--- src/rtl/alu_sequencer.sv ---
// alu_sequencer: decodes a stream of 10-bit instructions into register-file
// reads, an ALU operation select and a result write-back. The ALU is external;
// this block drives its operands/select and samples its combinational result.
// One instruction is in flight at a time (IDLE -> DECODE -> EXEC -> WB, or
// IDLE -> WB for immediate loads).

module alu_sequencer #(
    parameter int unsigned DW   = 4,
    parameter int unsigned NREG = 4
) (
    input  logic          clk,
    input  logic          rst_n,
    input  logic          in_valid,
    output logic          in_ready,
    input  logic [9:0]    instr,
    output logic [DW-1:0] alu_rs,
    output logic [DW-1:0] alu_rt,
    output logic [2:0]    alu_sel,
    input  logic [DW-1:0] alu_rd,
    output logic          done,
    output logic [DW-1:0] result,
    input  logic [1:0]    rf_raddr,
    output logic [DW-1:0] rf_rdata
);

    localparam int unsigned AW = 2;
    localparam int unsigned SW = 3;

    typedef enum logic [1:0] {
        IDLE   = 2'd0,
        DECODE = 2'd1,
        EXEC   = 2'd2,
        WB     = 2'd3
    } state_t;

    state_t         state;
    logic [DW-1:0]  rf [NREG];
    logic [AW-1:0]  dst_q;
    logic [AW-1:0]  src_a_q;
    logic [AW-1:0]  src_b_q;
    logic [SW-1:0]  sel_q;

    // Instruction field views
    logic           f_ld;
    logic [SW-1:0]  f_sel;
    logic [AW-1:0]  f_dst;
    logic [AW-1:0]  f_src_a;
    logic [AW-1:0]  f_src_b;
    logic [DW-1:0]  f_imm;

    assign f_ld    = instr[9];
    assign f_sel   = instr[8:6];
    assign f_dst   = instr[5:4];
    assign f_src_a = instr[3:2];
    assign f_src_b = instr[1:0];
    assign f_imm   = instr[DW-1:0];

    // Debug read port sees write-back as soon as the WB edge has passed
    assign rf_rdata = rf[rf_raddr];

    // Sequencer FSM, register file and all registered outputs
    always_ff @(posedge clk or negedge rst_n) begin
        if (!rst_n) begin
            state    <= IDLE;
            in_ready <= 1'b1;
            done     <= 1'b0;
            result   <= '0;
            alu_rs   <= '0;
            alu_rt   <= '0;
            alu_sel  <= '0;
            dst_q    <= '0;
            src_a_q  <= '0;
            src_b_q  <= '0;
            sel_q    <= '0;
            for (int unsigned i = 0; i < NREG; i++) begin
                rf[i] <= '0;
            end
        end else begin
            done <= 1'b0;
            case (state)
                IDLE: begin
                    if (in_valid && in_ready) begin
                        in_ready <= 1'b0;
                        dst_q    <= f_dst;
                        if (f_ld) begin
                            // Loads skip the ALU entirely; alu_* keep their values
                            result <= f_imm;
                            done   <= 1'b1;
                            state  <= WB;
                        end else begin
                            src_a_q <= f_src_a;
                            src_b_q <= f_src_b;
                            sel_q   <= f_sel;
                            state   <= DECODE;
                        end
                    end
                end
                DECODE: begin
                    // All earlier writes have retired, so a plain read is current
                    alu_rs  <= rf[src_a_q];
                    alu_rt  <= rf[src_b_q];
                    alu_sel <= sel_q;
                    state   <= EXEC;
                end
                EXEC: begin
                    result <= alu_rd;
                    done   <= 1'b1;
                    state  <= WB;
                end
                WB: begin
                    rf[dst_q] <= result;
                    in_ready  <= 1'b1;
                    state     <= IDLE;
                end
                default: begin
                    in_ready <= 1'b1;
                    state    <= IDLE;
                end
            endcase
        end
    end

endmodule

--- config.mk ---
export PLATFORM = sky130hd
export DESIGN_NAME = alu_sequencer
export DESIGN_NICKNAME = d
export VERILOG_FILES = /design/src/rtl/alu_sequencer.sv
export SDC_FILE = /design/constraint.sdc
export NUM_CORES = 1
export LEC_CHECK = 0
export BUFFER_PORTS_ARGS = -buffer_cell sky130_fd_sc_hd__buf_2
export CAP_MARGIN = 20
export CORE_ASPECT_RATIO = 0.6
export CORE_MARGIN = 8
export CORE_UTILIZATION = 47
export CTS_CLUSTER_DIAMETER = 60
export DETAILED_ROUTE_END_ITERATION = 7
export GPL_TIMING_DRIVEN = 0
export PLACE_DENSITY_LB_ADDON = 0.25
export SYNTH_ARGS = -nofsm -noshare
export SYNTH_HDL_FRONTEND = slang
export SYNTH_SLANG_ARGS = --single-unit
--- constraint.sdc ---
create_clock -name clk -period 2.7 [get_ports clk]
set_clock_uncertainty 0.2 [all_clocks]
set_input_delay 0 -clock clk [delete_from_list [all_inputs] [get_ports clk]]
set_output_delay 0 -clock clk [all_outputs]
set_load 0.05 [all_outputs]
==> flow_summary.yaml <==
clock_network:
  clock_insertion_delay_worst_skew_ns: 0.29
  cts_tree: "built"
  number_of_h_tree_branching_levels: 2
  numClockSinks: 44
  cts-buffers-inserted: 5
  postCtsResizedCells: 0
  cts-hold-fix-buffers: 16
  cts_max_path_buffers: 2
  clock-root-buffer: "sky130_fd_sc_hd__clkbuf_8"
  postCtsSetupRepairBufs: 0
  cts.clk_slew.worst_paths_ns: 0.09
timing:
  final_max_slew_viol_count: 0
  final_setup_slack_of_the_worst_path_ns: 0.7379
  fin_crit_ns: 1.962
  report.final.hold_viol_count: 0
  timing.fmax_ghz: 0.5097
  remaining_max_slew_budget_at_the_tightest_pin_pct: 61.73
  timing_worst_slew_pin_value_ns: 0.5740
  hold_slack_ns: 0.03599
  rsz0062_at_grt: "no"
  setup_total_negative_slack_ns: 0
  post-route-period-util_pct: 72.67
  setup_viol: 0
route:
  detailroute.via_count: 1483
  drcViolationCount: 0
  route.antenna.remaining_nets: 0
  viasPerCell: 5.185
  drt-total-wl_mm: 4.862
  drt_pre_antenna_iters: 4
  drtIter0Drc: 76
  route.detailed.wl_per_inst_um: 17.00
power:
  power.ir.vdd_worst_uv: 625.5
  p_leak_nw: 1.277
  power.density_cell_area_mw_per_mm2: 1310
synthesis:
  synth_edf_count: 0
  synth_seq_area_share_pct: 50.57
  synthDominantAreaCellType: "sky130_fd_sc_hd__dfrtp_1"
  async_reset_ff_share_pct: 100.0
  syn-mean-instance-area_um2: 13.71
  syn_nets: 183
  synth_warnings: 0
  synth.top_cell.area_share_pct: 49.37
  synth_common_cells: "43 x sky130_fd_sc_hd__dfrtp_1, 37 x sky130_fd_sc_hd__mux2_2, 10 x sky130_fd_sc_hd__a21oi_1, 10 x sky130_fd_sc_hd__nor2b_1"
  synth.most_common_cell: "sky130_fd_sc_hd__dfrtp_1"
  post_synth_num_cell_types: 25
  netlist_area_mm2: 0.002180
  netlist_instances: 159
  synthTopCellsByArea: "sky130_fd_sc_hd__dfrtp_1 49%, sky130_fd_sc_hd__mux2_2 19%, sky130_fd_sc_hd__mux2_4 4.8%"
  yosys_register_bits: 44
  synth_top_flop_cell: "sky130_fd_sc_hd__dfrtp_1"
die:
  floorplan.initialDensity_pct: 48.25
  num_rows: 19
  ios: 40
  design.core.area_mm2: 0.004517
  chipWidth_um: 103.9
  die_height_um: 68.75
  die_area_mm2: 0.007144
place:
  numPlacedInstances: 261
  numPortBuffers: 39
  place.detailed.hpwl_mm: 3.613
  post-place-ws_ns: 0.7575
  gpl.final_weighted_congestion: 0.8545
  dpl-instance-area_mm2: 0.002454
final_layout:
  postLayoutCellArea_mm2: 0.002739
  final_net_count: 246
  layout-drive-gt1-share_pct: 47.09
  synthToLayoutAreaGrowth_pct: 25.66
  post_layout_nonfiller_instances: 286
  antenna-diode-count: 0
grt:
  number_of_antenna_violations_at_the_first_check_in_global_routing: 0
  grt.total_usage_pct: 14.23
  grt_pass1_wl_mm: 8.010
  first_global_vias: 1585
  grt_overflow: 0
  pin_count_of_the_biggest_net_entering_global_routing: 45
worst_setup_path:
  cpMaxStageDelayCell: "sky130_fd_sc_hd__dfrtp_1"
  biggest_cell_delay_along_the_critical_path_ns: 0.41
  crit_family: "multiplexers"
  timing.critical_path.required_ns: 2.68
  cp-end-kind: "register"
  path_common_cell: "sky130_fd_sc_hd__mux2_2"
  series_of_cell_instances_along_the_critical_path: "inv_1, ha_1, clkbuf_1, mux2_2, mux2_2"
  critical_path_arrival_ns: 1.94
  criticalPathCategory: "register to register"
  timing.critical_path.fanout_max: 7
  critical_path_startpoint_category: "register"
  critical_path.n_buffers_inverters: 2
hold_path:
  worst_hold_path_type: "primary input to asynchronous set/reset pin"
run_status:
  result_of_the_run: "finished, final reports clean"
run:
  maxCapViolCount: 0
## worst reg2reg max path, cell delays in order, from the launching register on
cell                       delay (ns)
sky130_fd_sc_hd__dfrtp_1         0.41
sky130_fd_sc_hd__inv_1           0.13
sky130_fd_sc_hd__ha_1            0.16
sky130_fd_sc_hd__clkbuf_1        0.31
sky130_fd_sc_hd__mux2_2          0.39
sky130_fd_sc_hd__mux2_2          0.26
## cells by family (layout without fill, tap and decap cells)
family | after synthesis | in the layout | share of synthesized area [%]
compound gates | 23 | 23 | 6.028
fa+ha+maj | 5 | 5 | 2.870
buf+inv | 10 | 74 | 2.238
flops | 44 | 44 | 50.57
mux | 57 | 57 | 32.20
simple gates | 20 | 20 | 6.084
## cell type report
class / count / area, µm²
flip-flops and latches: 44 / 1102
well taps: 63 / 78.83
plain buffers: 5 / 30.03
clock buffers: 6 / 82.58
repair buffers: 56 / 382.9
clock inverters: 2 / 15.01
multi-input cells: 105 / 1028
inverters: 5 / 18.77
fillers: 372 / 1778
## metal layers
layer / vias up / share of wire, % / track usage [%]
met5: - / 0 / 0
met4: 0 / 0.29 / 2.147
met3: 2 / 5.3 / 4.267
met2: 28 / 46 / 24.32
met1: 751 / 48 / 18.19
li1: 702 / - / -
## cells in the final DEF (no fill, tap or decap)
cell type	instances
sky130_fd_sc_hd__mux2_2	37
sky130_fd_sc_hd__buf_2	42
sky130_fd_sc_hd__nor3_1	1
sky130_fd_sc_hd__nand3_1	1
sky130_fd_sc_hd__mux2i_1	9
sky130_fd_sc_hd__clkbuf_8	6
sky130_fd_sc_hd__nor2b_1	10
sky130_fd_sc_hd__buf_16	1
sky130_fd_sc_hd__nand3_2	1
sky130_fd_sc_hd__o21bai_1	1
sky130_fd_sc_hd__clkbuf_1	1
sky130_fd_sc_hd__mux2_4	7
sky130_fd_sc_hd__o2bb2ai_2	1
sky130_fd_sc_hd__a21boi_0	1
sky130_fd_sc_hd__inv_1	5
sky130_fd_sc_hd__dlygate4sd3_1	16
sky130_fd_sc_hd__ha_1	5
sky130_fd_sc_hd__mux4_2	4
sky130_fd_sc_hd__nand3b_1	2
sky130_fd_sc_hd__buf_6	1
sky130_fd_sc_hd__o21ai_0	9
sky130_fd_sc_hd__dfstp_2	1
sky130_fd_sc_hd__nand2b_4	1
sky130_fd_sc_hd__a31oi_1	1
sky130_fd_sc_hd__clkinvlp_4	2
sky130_fd_sc_hd__nor3_2	1
sky130_fd_sc_hd__dfrtp_1	43
sky130_fd_sc_hd__a21oi_1	10
sky130_fd_sc_hd__nand2_1	3
## power breakdown
group          switching [W]  internal (W)
logic                0.00108      0.000784
registers           0.000299      0.000990
clock network       0.000226      0.000207
total                0.00161       0.00198
## metrics by stage
stage / utilization, % / total power [W]
6_report: 60.64 / 0.003588
3_3_place_gp: 54.32 / 0.003075
4_1_cts: 60.03 / 0.003601
3_5_place_dp: 54.32 / 0.003146
2_1_floorplan: - / 0.002682
5_1_grt: 60.64 / 0.003807
## sequential cells by signal (all words and copies together) (netlist names)
signal	flops
rf	16
alu_rs	4
alu_rt	4
result	4
alu_sel	3
sel_q	3
dst_q	2
src_a_q	2
src_b_q	2
state	2
done	1
in_ready	1
## final timing paths
kind	start	endpoint	slack [ns]	depth (start not counted)
setup / recovery	state[0]	result[3]	0.74	5
max in group asynchronous	rst_n	in_ready	1.69	3
min in group clk	in_valid	in_ready	0.24	3
hold reg to reg	alu_sel[1]	alu_sel[1]	0.31	1
hold / removal	rst_n	rf[8]	0.04	2
setup reg to reg	state[0]	result[3]	0.74	5
No activity file was read; power rests on OpenSTA's default activity.
